--- src/rtl/seg7_scan_driver.sv ---
// seg7_scan_driver: time-multiplexed common-anode 7-segment scanner.
// Keeps a frame-aligned shadow of the digit codes so a frame never mixes
// two loads, blanks a guard band at the start of each slot to stop ghosting,
// and layers leading-zero blanking and per-digit blinking over the decode.
module seg7_scan_driver #(
    parameter int NUM_DIGITS   = 6,
    parameter int SCAN_DIV     = 1000,
    parameter int BLANK_CYCLES = 16,
    parameter int BLINK_FRAMES = 250
) (
    input  logic                          clk,
    input  logic                          rst_n,
    input  logic [4*NUM_DIGITS-1:0]       digits_in,
    input  logic [NUM_DIGITS-1:0]         blink_mask,
    input  logic                          load,
    input  logic                          lzb_en,
    output logic [6:0]                    seg_n,
    output logic [NUM_DIGITS-1:0]         an_n,
    output logic [$clog2(NUM_DIGITS)-1:0] digit_idx,
    output logic                          frame_done
);

    localparam int CW = $clog2(SCAN_DIV);
    localparam int IW = $clog2(NUM_DIGITS);
    localparam int FW = $clog2(BLINK_FRAMES + 1);

    localparam logic [CW-1:0] CNT_LAST  = CW'(SCAN_DIV - 1);
    localparam logic [CW-1:0] BLANK_END = CW'(BLANK_CYCLES);
    localparam logic [IW-1:0] IDX_LAST  = IW'(NUM_DIGITS - 1);
    localparam logic [FW-1:0] FRM_LAST  = FW'(BLINK_FRAMES - 1);

    // One display image: four-bit code per digit plus its blink enable.
    typedef struct packed {
        logic [NUM_DIGITS-1:0][3:0] dig;
        logic [NUM_DIGITS-1:0]      blink;
    } shadow_t;

    // Reset image shows every digit as code 0xF (off), no blinking.
    localparam shadow_t SHADOW_RST =
        shadow_t'({{(4*NUM_DIGITS){1'b1}}, {NUM_DIGITS{1'b0}}});

    logic [CW-1:0]         cnt_q, cnt_d;
    logic [IW-1:0]         idx_q, idx_d;
    logic [FW-1:0]         frm_q, frm_d;
    logic                  phase_q, phase_d;
    shadow_t               act_q, act_d, pend_q, pend_d, in_s;
    logic                  pflag_q, pflag_d;
    logic [6:0]            seg_q, seg_d;
    logic [NUM_DIGITS-1:0] an_q, an_d;
    logic [IW-1:0]         didx_q;
    logic                  fd_q;

    logic                  slot_end, frame_end;
    logic [NUM_DIGITS-1:0] lzb_blank;
    logic                  above_zero;
    logic [3:0]            nib;

    function automatic logic [6:0] decode(input logic [3:0] c);
        case (c)
            4'h0:    decode = 7'b0000001;
            4'h1:    decode = 7'b1001111;
            4'h2:    decode = 7'b0010010;
            4'h3:    decode = 7'b0000110;
            4'h4:    decode = 7'b1001100;
            4'h5:    decode = 7'b0100100;
            4'h6:    decode = 7'b0100000;
            4'h7:    decode = 7'b0001111;
            4'h8:    decode = 7'b0000000;
            4'h9:    decode = 7'b0000100;
            4'hA:    decode = 7'b0001000;
            4'hB:    decode = 7'b0011000;
            4'hC:    decode = 7'b1111110;
            4'hF:    decode = 7'b1111111;
            default: decode = 7'b0110110;
        endcase
    endfunction

    // Slot/digit scan counters and the blink frame counter.
    always_comb begin
        slot_end  = (cnt_q == CNT_LAST);
        frame_end = slot_end && (idx_q == IDX_LAST);
        cnt_d     = slot_end ? '0 : cnt_q + CW'(1);
        idx_d     = idx_q;
        frm_d     = frm_q;
        phase_d   = phase_q;
        if (slot_end) idx_d = (idx_q == IDX_LAST) ? '0 : idx_q + IW'(1);
        if (frame_end) begin
            if (frm_q == FRM_LAST) begin
                frm_d   = '0;
                phase_d = ~phase_q;
            end else begin
                frm_d = frm_q + FW'(1);
            end
        end
    end

    // Shadow update: loads park in pending and only reach active at frame end;
    // a load coinciding with frame end bypasses pending entirely.
    always_comb begin
        in_s.dig   = digits_in;
        in_s.blink = blink_mask;
        act_d      = act_q;
        pend_d     = pend_q;
        pflag_d    = pflag_q;
        if (frame_end) begin
            if (load)         act_d = in_s;
            else if (pflag_q) act_d = pend_q;
            pflag_d = 1'b0;
        end else if (load) begin
            pend_d  = in_s;
            pflag_d = 1'b1;
        end
    end

    // Leading-zero mask: a digit is blankable when it and everything above it is 0.
    always_comb begin
        lzb_blank  = '0;
        above_zero = 1'b1;
        for (int i = NUM_DIGITS - 1; i >= 1; i--) begin
            if (act_q.dig[i] != 4'h0) above_zero = 1'b0;
            if (above_zero) lzb_blank[i] = 1'b1;
        end
    end

    // Next output image: dark in the guard band, else decode with overrides.
    always_comb begin
        nib  = act_q.dig[idx_q];
        seg_d = 7'h7F;
        an_d  = '1;
        if (cnt_q >= BLANK_END) begin
            an_d[idx_q] = 1'b0;
            seg_d       = decode(nib);
            if (lzb_en && lzb_blank[idx_q])    seg_d = 7'h7F;
            if (act_q.blink[idx_q] && phase_q) seg_d = 7'h7F;
        end
    end

    // State and registered outputs; reset blanks the display immediately.
    always_ff @(posedge clk or negedge rst_n) begin
        if (!rst_n) begin
            cnt_q   <= '0;
            idx_q   <= '0;
            frm_q   <= '0;
            phase_q <= 1'b0;
            act_q   <= SHADOW_RST;
            pend_q  <= SHADOW_RST;
            pflag_q <= 1'b0;
            seg_q   <= 7'h7F;
            an_q    <= '1;
            didx_q  <= '0;
            fd_q    <= 1'b0;
        end else begin
            cnt_q   <= cnt_d;
            idx_q   <= idx_d;
            frm_q   <= frm_d;
            phase_q <= phase_d;
            act_q   <= act_d;
            pend_q  <= pend_d;
            pflag_q <= pflag_d;
            seg_q   <= seg_d;
            an_q    <= an_d;
            didx_q  <= idx_q;
            fd_q    <= frame_end;
        end
    end

    assign seg_n      = seg_q;
    assign an_n       = an_q;
    assign digit_idx  = didx_q;
    assign frame_done = fd_q;

endmodule

--- config.mk ---
export PLATFORM = sky130hd
export DESIGN_NAME = seg7_scan_driver
export DESIGN_NICKNAME = d
export VERILOG_FILES = /design/src/rtl/seg7_scan_driver.sv
export SDC_FILE = /design/constraint.sdc
export NUM_CORES = 1
export LEC_CHECK = 0
export CAP_MARGIN = 40
export CELL_PAD_IN_SITES_DETAIL_PLACEMENT = 1
export CELL_PAD_IN_SITES_GLOBAL_PLACEMENT = 1
export CORE_ASPECT_RATIO = 0.75
export CORE_MARGIN = 5
export CORE_UTILIZATION = 42
export DETAILED_ROUTE_END_ITERATION = 10
export PLACE_DENSITY = 0.83
export SLEW_MARGIN = 20
export SYNTH_ARGS = -nofsm -noshare
export SYNTH_HDL_FRONTEND = slang
export SYNTH_SLANG_ARGS = --single-unit
export TNS_END_PERCENT = 1
--- constraint.sdc ---
create_clock -name clk -period 2.27 [get_ports clk]
set_input_delay 0.454 -clock clk [delete_from_list [all_inputs] [get_ports clk]]
set_output_delay 0.454 -clock clk [all_outputs]
set_load 0.05 [all_outputs]
# Yosys cells after proc, flatten, opt, wreduce, memory -nomap -nowiden
# Memories as Yosys holds them, arrays and structs flattened.
# Cells that the tools add are included.
# totals
reg_bits,100
mem_bits_ro,112
inputBits,34
output_inout_bits,17
mem_count,1
# op_classes
add_sub_neg,3
order_cmp,3
eq_ne,3
muxes,28
bitwise,3
reduce_logical,14
# mem_list
memory,words,width,read_ports,rd_ports_with_merged_regs,write_ports,line_no,text
(name not given),16,7,1,0,0,59,case (c)
# op_table
operator,count
$mux 30,2
$mux 7,3
$reduce_bool 4->1,5
$mux 1,14
$bmux 4 s3,1
$add 10x1->10 const B,1
$eq 10x10->1 const B,1
$ge 10x5->1 const B,1
$mux 10,1
$add 8x1->8 const B,1
$eq 8x8->1 const B,1
$mux 8,1
$bmux 1 s3,2
$mux 6,1
$not 6->6,1
$reduce_and 2->1,3
$logic_and 1x1->1,4
$lt 3x4->1 const B,1
$mux 4,1
$reduce_bool 2->1,2
$add 3x1->3 const B,1
$demux 1 s3,1
$eq 3x3->1 const B,1
$ge 3x1->1 const B,1
other kinds (2),3

# Depth between registers and ports, before layout
# Gate-level depths: netlist of the first run.
# depth
depth_word,13
ltp_mapped,9

# Worst setup path after synthesis of the first run
# No wires, ideal clock.
# synth_timing
kind,register to register
startpoint,register idx_q[0]
endpoint,"register seg_q[3], in the netlist seg_n[3]"
arrival_ps,2022
path_slack_ps,167
stages_incl_launch_ff,9
synth_period_minus_slack_ps,2103
cell_sequence,dfrtp_1 > buf_6 > buf_6 > mux2_2 > a21oi_1 > o221ai_1 > ha_1 > mux2_4 > a211o_1
# synth_via
elab_chain_len,6
# synth_lines
element,line_no,text
"start, declared",43,"logic [IW-1:0] idx_q, idx_d;"
"start signal, assigned",154,idx_q <= idx_d;
$bmux 4 s3 / $bmux 1 s3 (equally long branches),"127, 133",
$mux 4 (not written as such) / $mux 1 (equally long branches),"127, 133",
$mem_v2 16x7 / $logic_and 1x1->1 (equally long branches),n/a,
$mux 7,133,if (lzb_en && lzb_blank[idx_q]) seg_d = 7'h7F;
$mux 7 *,134,if (act_q.blink[idx_q] && phase_q) seg_d = 7'h7F;
$mux 7 *,130,if (cnt_q >= BLANK_END) begin
net seg_d[3],48,"logic [6:0] seg_q, seg_d;"
"end signal, assigned",160,seg_q <= seg_d;
"end, declared",48,
# The timed path passes the listed nets; every way through them passes the cells marked *. The select of a mux whose other input is x is not followed.
# A chain may end at the register's enable or synchronous reset.

# Final worst setup path of the first run
# layout_timing
startpoint,register idx_q[0]
endpoint,"register seg_q[2], in the netlist seg_n[2]"
# The elaborated chain is that of the path after synthesis.

==> results of run 1 <==
synthesized netlist by cell type (all sizes together):
master / number / area [µm²]
and3: 2 / 12.5
nand4: 3 / 18.8
a21oi: 38 / 303
o21ai: 19 / 106
xnor2: 4 / 35.0
o41ai: 1 / 16.3
nand4bb: 1 / 27.5
mux2i: 33 / 330
o31ai: 3 / 22.5
a211o: 2 / 17.5
clkbuf: 5 / 18.8
and2: 1 / 6.26
a211oi: 1 / 12.5
mux2: 39 / 447
and3b: 4 / 35.0
or4: 1 / 7.51
nor4: 7 / 43.8
a31oi: 5 / 31.3
inv: 8 / 30.0
mux4: 2 / 45.0
a22oi: 3 / 36.3
nor3: 4 / 25.0
clkinv: 1 / 5.00
ha: 10 / 125
buf: 17 / 166
nor2: 49 / 200
o221ai: 4 / 35.0
nor3b: 1 / 7.51
nor2b: 3 / 18.8
nand3b: 1 / 7.51
xor2: 4 / 35.0
nand2: 20 / 82.6
dfrtp: 39 / 976
nand4b: 1 / 8.76
nand3: 11 / 55.1
or2: 1 / 6.26
or3: 2 / 12.5
nand2b: 3 / 21.3
dfstp: 61 / 1600
placed cells by master, fill, tap and decap left out, types with 2 or more instances in the layout:
cell type,instances
nand3_1,11
o31ai_1,2
a21oi_2,30
o221ai_1,3
buf_4,21
ha_1,9
nand2_1,19
nor4_1,7
mux4_2,2
and3b_1,4
clkbuf_16,9
nor2_1,48
nand4_1,3
mux2i_1,33
a211o_1,2
buf_12,5
a22oi_1,2
clkinvlp_4,3
o21ai_0,15
dfrtp_1,38
nor2b_1,3
mux2_2,29
dfstp_2,61
clkdlybuf4s50_1,48
clkinv_2,2
or3_1,2
and3_1,2
o21ai_1,3
a21oi_1,8
nand2b_1,2
xnor2_1,4
a31oi_1,5
mux2_1,8
xor2_1,4
inv_1,7
mux2_4,2
nor3_1,3
worst paths after layout:
kind | start | end | slack [ps] | cells past startpoint
max reg2reg | idx_q[0] | seg_n[2] | 60 | 6
min in group clk | cnt_q[0] | cnt_q[0] | 490 | 1
max | idx_q[0] | seg_n[2] | 60 | 6
min reg2reg | cnt_q[0] | cnt_q[0] | 490 | 1
max in group asynchronous | rst_n | pend_q[23] | 1460 | 2
min | rst_n | pend_q[2] | 110 | 1
critical path, stage by stage, from the launching register on:
cell     delay [ps]
dfrtp_2         440
buf_4           160
mux4_2          520
a22oi_4         230
ha_2            260
and3b_1         190
o31ai_2         290
routing by layer:
metal | up-vias | GRT usage | part of all wire
li1 | 1593 | - | -
met1 | 1682 | 0.220 | 0.46
met2 | 58 | 0.274 | 0.50
met3 | 10 | 0.0411 | 0.036
met4 | 0 | 0.0453 | 0.0091
met5 | - | 0 | 0
layout make-up:
class / count / area (µm²)
Sequential cell: 100 / 2580
Inverter: 9 / 35.0
Timing Repair Buffer: 75 / 743
Tap cell: 162 / 203
Multi-Input combinational cell: 283 / 2210
Clock inverter: 4 / 27.5
Fill cell: 1217 / 5570
Clock buffer: 11 / 243
logic make-up after synthesis:
logic type,count (synthesis)
flip-flops,100
XOR/XNOR,8
multiplexers,74
AND/OR/NAND/NOR,115
AO/OA/AOI/OAI,76
buffers and inverters,31
adder cells (fa/ha/maj),10
flip-flops by register name, summed over array words and instances, names as in the netlist, 3 cells and up:
name,count
an_n,6
cnt_q,10
pend_q,30
seg_n,7
digit_idx,3
frm_q,8
act_q,30
idx_q,3
metrics by stage:
step	util	TNS, ps
floorplan	-	0
global placement	0.495	0
detailed placement	0.495	-75.5
CTS	0.519	0
global route	0.520	-69.3
finish	0.520	0
what timing repair did:
item / 4_1_cts / 5_1_grt
setup endpoints to repair: 6 / 32
resized for setup: 4 / 2
pin swaps: 1 / 1
setup buffers: 0 / 1
power by group:
group | total (mW) | internal [mW] | switching, mW
clock | 1.43 | 0.766 | 0.665
sequential | 2.01 | 1.95 | 0.0587
combinational | 0.475 | 0.222 | 0.253
total | 3.91 | 2.94 | 0.977
==> impl_metrics.py, run 1 <==
metrics = {
    "clock_tree": {
        "clk_pin_slew_ps": 70,
        "cts_buffers": 9,
        "insertion_delay_ps": 350,
        "cts.sink_count": 100,
        "postCtsHoldBufs": 0,
        "cts_max_path_buffers": 2,
        "root_buffer": "clkbuf_16",
        "cts_tree": "built",
        "h-tree-depth": 3,
    },
    "logic_synthesis": {
        "synth_cell_type_count": 51,
        "synth_top_family_by_area": "multiplexers",
        "synth_nets": 458,
        "synthMuxAreaShare": 0.165,
        "yosysWarnings": 0,
        "synth-simple-area-share": 0.120,
        "synth.cell_area_mm2": 0.00499,
        "ys_ff_latch": 100,
        "syn_avg_cell_area_um2": 12.1,
        "synth_fa_ha_area_frac": 0.0251,
        "synth-compound-area-share": 0.116,
        "seq_area_frac_synth": 0.516,
        "synthXorXnorAreaFrac": 0.0140,
        "syn_inst": 414,
    },
    "run": {
        "cap_violations": 0,
    },
    "floorplan": {
        "io_pins": 51,
        "die_h_um": 104,
        "core_area_mm2": 0.0116,
        "dieArea_mm2": 0.0142,
        "start_util": 0.430,
        "rows": 34,
        "die_w_um": 136,
    },
    "global_routing": {
        "grt_pass1_wl_um": 18800,
        "grt_pass1_vias": 3624,
        "grt_max_degree": 47,
        "grt_usage": 0.167,
        "antenna_found_initial": 0,
        "grt_overflow": 0,
    },
    "sta": {
        "whs_ps": 109,
        "slew_headroom": 0.591,
        "slew_viol_final": 0,
        "setup_viol": 0,
        "setup_slack_ps": 60.3,
        "rsz0062_at_grt": "yes",
        "fmax_mhz": 453,
        "skew_ps": 10.6,
        "hold_viol": 0,
        "fin_crit_ps": 2210,
        "tightest_slew_ps": 613,
        "finalCritPeriodShare": 0.973,
    },
    "hold_path": {
        "hold_path.class": "primary input to async pin",
    },
    "pwr": {
        "powerDensity_mw_per_mm2": 647,
        "total_power_mw": 3.91,
        "ir_drop_mv": 0.448,
        "power_leakage_nw": 2.43,
    },
    "place": {
        "portBuffers": 50,
        "placed_area_mm2": 0.00575,
        "dp_cells": 628,
        "gp_congestion": 0.848,
        "dp_hpwl_um": 8220,
        "dp_slack_ps": -62.8,
    },
    "finish": {
        "finalNonFillerCells": 644,
        "final_nets": 522,
        "syn2layout_area_growth_pct": 21.0,
        "n_antenna_cell": 0,
        "drive_above_1_share": 0.378,
        "fin_area_mm2": 0.00604,
    },
    "route": {
        "post_drt_wl_per_cell_um": 17.4,
        "postRouteAntennaNets": 0,
        "wirelength_um": 11200,
        "num_vias": 3343,
        "via_per_inst": 5.19,
        "drt_iter0_drc": 161,
        "drc": 0,
        "drtPass1Iterations": 4,
    },
    "worst_setup_path": {
        "crit_fanout": 6,
        "start_kind": "flop",
        "critical_path_arrival_ps": 2460,
        "end_kind": "flop",
        "critPathRequiredTime_ps": 2520,
        "worstSetupPathType": "flop to flop",
    },
    "run_status": {
        "status": "completed",
    },
}
No activity file was read; power rests on OpenSTA's default activity.
==> run 2, diff against run 1 <==
--- a/config.mk
+++ b/config.mk
@@ -10,9 +10,11 @@
 export CELL_PAD_IN_SITES_GLOBAL_PLACEMENT = 1
 export CORE_ASPECT_RATIO = 0.75
 export CORE_MARGIN = 5
-export CORE_UTILIZATION = 42
+export CORE_UTILIZATION = 46
 export DETAILED_ROUTE_END_ITERATION = 10
-export PLACE_DENSITY = 0.83
+export DONT_BUFFER_PORTS = 1
+export GPL_TIMING_DRIVEN = 1
+export PLACE_DENSITY = 0.81
 export SLEW_MARGIN = 20
 export SYNTH_ARGS = -nofsm -noshare
 export SYNTH_HDL_FRONTEND = slang
==> impl_metrics.py, run 2 (same netlist as run 1, synthesis figures left out) <==
metrics = {
    "global_routing": {
        "grt_usage": 0.178,
        "grt_overflow": 0,
        "antenna_found_initial": 0,
        "grt_pass1_vias": 3430,
        "grt_max_degree": 101,
        "grt_pass1_wl_um": 18000,
    },
    "finish": {
        "n_antenna_cell": 0,
        "final_util": 0.511,
        "final_common_cell": "dfstp_2",
        "final_nets": 466,
        "nFillCells": 1108,
        "fin_area_mm2": 0.00551,
        "seq_area_mm2": 0.00258,
        "layout_common_cells": "dfstp_2 (61), nor2_1 (48), dfrtp_1 (38)",
        "syn2layout_area_growth_pct": 10.3,
        "drive_above_1_share": 0.405,
        "multi_input_area_mm2": 0.00222,
        "largestRegisters": "act_q x30, pend_q x30, cnt_q x10",
    },
    "clock_tree": {
        "h-tree-depth": 3,
        "insertion_delay_ps": 350,
        "cts_buffers": 9,
        "cts_tree": "built",
        "cts_max_path_buffers": 2,
        "root_buffer": "clkbuf_16",
        "clk_pin_slew_ps": 70,
        "cts.sink_count": 100,
    },
    "run_status": {
        "status": "finished, violations left",
        "violations": "hold timing",
    },
    "sta": {
        "setup_viol": 0,
        "tightest_slew_ps": 498,
        "fin_crit_ps": 2180,
        "whs_ps": -202,
        "skew_ps": 12.2,
        "finalCritPeriodShare": 0.962,
        "hold_viol": 60,
        "fmax_mhz": 458,
        "setup_tns_ps": 0,
        "slew_viol_final": 0,
        "slew_headroom": 0.665,
    },
    "worst_setup_path": {
        "end_kind": "flop",
        "crit_fanout": 18,
        "critical_path_arrival_ps": 2470,
        "start_kind": "flop",
        "critPathRequiredTime_ps": 2550,
        "worstSetupPathType": "flop to flop",
    },
    "floorplan": {
        "start_util": 0.463,
        "dieArea_mm2": 0.0131,
        "die_w_um": 130,
        "core_area_mm2": 0.0108,
        "die_h_um": 100,
        "rows": 33,
        "io_pins": 51,
    },
    "pwr": {
        "powerDensity_mw_per_mm2": 687,
        "power_leakage_nw": 2.23,
        "ir_drop_mv": 0.351,
    },
    "route": {
        "drtPass1Iterations": 4,
        "drt_iter0_drc": 161,
        "route.met2.wl_um": 5410,
        "post_drt_wl_per_cell_um": 19.8,
        "postRouteAntennaNets": 0,
        "met1Wirelength_um": 5090,
        "num_vias": 3192,
        "drc": 0,
        "top_layer_used": "met4",
        "wirelength_um": 11200,
        "met3_length_um": 592,
        "via_per_inst": 5.63,
    },
    "run": {
        "cap_violations": 0,
    },
    "hold_path": {
        "hold_path.class": "primary input to async pin",
    },
    "place": {
        "placed_area_mm2": 0.00513,
        "portBuffers": 0,
        "gp_congestion": 0.829,
        "dp_hpwl_um": 7520,
    },
}
## run 2: layout make-up
class,count,area share
flip-flops and latches,100,0.468
multi-input cells,283,0.403
clock buffers,12,0.0466
repair buffers,19,0.0398
well taps,140,0.0318
inverters,9,0.00636
clock inverters,4,0.00432
## run 2: worst max-delay path, cell delays in order, from the launching register on
cell     delay (ps)
dfrtp_1         400
ha_1            220
nand3_2         140
or4_4           590
buf_4           220
nor2_8          200
buf_12          180
nor2_1           60
a21oi_2         100
## run 2: path summary, 6_finish.rpt
kind | from | end | slack (ps) | depth (start not counted)
setup / recovery | cnt_q[0] | act_q[24] | 90 | 8
min in group clk | digits_in[0] | pend_q[6] | 230 | 1
setup reg to reg | cnt_q[0] | act_q[24] | 90 | 8
max in group asynchronous | rst_n | seg_n[0] | 2230 | 0
hold / removal | rst_n | digit_idx[2] | -200 | 0
hold reg to reg | cnt_q[0] | cnt_q[0] | 510 | 1
## run 2: through the flow
stage / std cells / worst slack [ps] / power [mW]
6_report: 567 / 86.9 / 3.78
5_1_grt: 567 / -2.20 / 3.94
4_1_cts: 563 / -46.1 / 3.82
3_5_place_dp: 547 / 36.5 / 2.36
3_3_place_gp: 547 / 126 / 2.34
2_1_floorplan: 414 / 167 / 2.31
## run 2: power by group
part	switching (mW)	internal, mW	total, mW
Combinational	0.128	0.140	0.267
Sequential	0.112	1.95	2.06
Clock	0.653	0.800	1.45
## run 2: what timing repair did
item	4_1_cts	5_1_grt
gates resized for setup	0	5
setup buffers	0	1
gates cloned	0	3
setup endpoints to repair	7	69
pin swaps	1	2
endpoints found under the hold margin	100	100
## run 2: routing by layer
| layer | global-route usage | up-vias |
|---|---|---|
| met3 | 0.0500 | 13 |
| met1 | 0.232 | 1637 |
| met4 | 0.0527 | 0 |
| met5 | 0 | - |
| met2 | 0.291 | 59 |
| li1 | - | 1483 |
==> run 3, diff against run 2 <==
--- a/config.mk
+++ b/config.mk
@@ -15,6 +15,7 @@
 export DONT_BUFFER_PORTS = 1
 export GPL_TIMING_DRIVEN = 1
 export PLACE_DENSITY = 0.81
+export SKIP_CTS_REPAIR_TIMING = 1
 export SLEW_MARGIN = 20
 export SYNTH_ARGS = -nofsm -noshare
 export SYNTH_HDL_FRONTEND = slang
==> constraint.sdc (replaced) <==
create_clock -name clk -period 2.27 [get_ports clk]
set_input_delay 0.3405 -clock clk [delete_from_list [all_inputs] [get_ports clk]]
set_output_delay 0.3405 -clock clk [all_outputs]
set_load 0.05 [all_outputs]
==> impl_metrics.py, run 3 (same netlist as run 1, synthesis figures left out) <==
metrics = {
    "place": {
        "gp_congestion": 0.829,
        "dp_slack_ps": 36.5,
        "placed_area_mm2": 0.00513,
        "portBuffers": 0,
        "dp_hpwl_um": 7520,
        "dp_cells": 547,
    },
    "worst_setup_path": {
        "start_kind": "flop",
        "end_kind": "flop",
        "path_buf_inv": 2,
        "critical_path_arrival_ps": 2470,
        "crit_fanout": 18,
        "critPathRequiredTime_ps": 2550,
        "crit_slowest_cell": "or4_4",
        "slowest_delay_ps": 590,
        "worstSetupPathType": "flop to flop",
        "cp_top_family": "simple AND/OR/NAND/NOR gates",
        "worstPathCellList": "ha_1 -> nand3_2 -> or4_4 -> buf_4 -> nor2_8 -> buf_12 -> nor2_1 -> a21oi_2",
    },
    "sta": {
        "setup_viol": 0,
        "setup_tns_ps": 0,
        "setup_slack_ps": 87.1,
        "slew_headroom": 0.663,
        "fmax_mhz": 458,
        "skew_ps": 12.3,
        "hold_viol": 100,
        "finalCritPeriodShare": 0.962,
        "fin_crit_ps": 2180,
        "whs_ps": -314,
        "tightest_slew_ps": 501,
        "slew_viol_final": 0,
    },
    "route": {
        "drt_iter0_drc": 161,
        "wirelength_um": 11200,
        "drc": 0,
        "postRouteAntennaNets": 0,
        "post_drt_wl_per_cell_um": 19.8,
        "via_per_inst": 5.64,
        "drtPass1Iterations": 4,
        "num_vias": 3197,
    },
    "floorplan": {
        "die_w_um": 130,
        "core_area_mm2": 0.0108,
        "dieArea_mm2": 0.0131,
        "start_util": 0.463,
        "io_pins": 51,
        "die_h_um": 100,
        "rows": 33,
    },
    "finish": {
        "final_nets": 466,
        "multi_input_area_mm2": 0.00222,
        "nFillCells": 1108,
        "n_antenna_cell": 0,
        "final_common_cell": "dfstp_2",
        "fin_area_mm2": 0.00551,
        "finalNonFillerCells": 567,
        "final_util": 0.511,
        "layout_common_cells": "dfstp_2 (61), nor2_1 (48), dfrtp_1 (38)",
        "seq_area_mm2": 0.00258,
        "largestRegisters": "act_q x30, pend_q x30, cnt_q x10",
        "drive_above_1_share": 0.405,
        "syn2layout_area_growth_pct": 10.3,
    },
    "clock_tree": {
        "clk_pin_slew_ps": 70,
        "root_buffer": "clkbuf_16",
        "cts_buffers": 9,
        "cts.sink_count": 100,
        "cts_max_path_buffers": 2,
        "insertion_delay_ps": 350,
        "cts_tree": "built",
        "h-tree-depth": 3,
    },
    "pwr": {
        "power_frac_comb": 0.071,
        "powerDensity_mw_per_mm2": 686,
        "p_int_mw": 2.89,
        "total_power_mw": 3.78,
        "ir_drop_mv": 0.351,
        "switching_share": 0.235,
        "p_clk_frac": 0.384,
        "p_sw_mw": 0.890,
        "power_leakage_nw": 2.23,
        "p_seq_frac": 0.546,
    },
    "run_status": {
        "status": "finished, violations left",
        "violations": "hold timing",
    },
    "run": {
        "cap_violations": 0,
    },
    "global_routing": {
        "antenna_found_initial": 0,
        "grt_overflow": 0,
        "grt_pass1_vias": 3432,
        "grt_max_degree": 101,
        "grt_usage": 0.178,
        "grt_pass1_wl_um": 18000,
    },
    "hold_path": {
        "hold_path.class": "primary input to async pin",
    },
}
-- run 3: cell type report --
class | count | share of cell area
timing repair buffer | 19 | 0.0398
sequential | 100 | 0.468
clock inverter | 4 | 0.00432
multi-input combinational | 283 | 0.403
tap | 140 | 0.0318
clock buffer | 12 | 0.0466
inverter | 9 | 0.00636
-- run 3: layer usage --
layer,vias to the layer above,part of all wire,track usage
met5,-,0,0
met4,0,0.011,0.0527
met3,11,0.053,0.0500
met2,63,0.48,0.291
met1,1639,0.45,0.232
li1,1484,-,-
-- run 3: final timing paths --
path | from | to | slack [ps] | cells after the start
min in group clk | digits_in[0] | pend_q[6] | 120 | 1
worst max register to register | cnt_q[0] | act_q[24] | 90 | 8
worst min-delay path | rst_n | digit_idx[2] | -310 | 0
worst max-delay path | cnt_q[0] | act_q[24] | 90 | 8
max in group asynchronous | rst_n | seg_n[0] | 2340 | 0
worst min register to register | cnt_q[0] | cnt_q[0] | 510 | 1
-- run 3: power groups by stage --
stage | logic (mW) | registers [mW] | clock network (mW)
after floorplan | 0.240 | 2.07 | 0
after global placement | 0.255 | 2.08 | 0
after detailed placement | 0.266 | 2.09 | 0
after CTS | 0.270 | 2.06 | 1.49
after global routing | 0.295 | 2.08 | 1.57
final | 0.267 | 2.06 | 1.45
-- run 3: worst reg2reg max path: cells and delay by family (launching register included) --
kind	cells	cell delay (ps)
DFF	1	400
buffers and inverters	2	400
and+or+nand+nor	4	1000
AOI/OAI and AO/OA	1	110
adders and majority gates	1	220
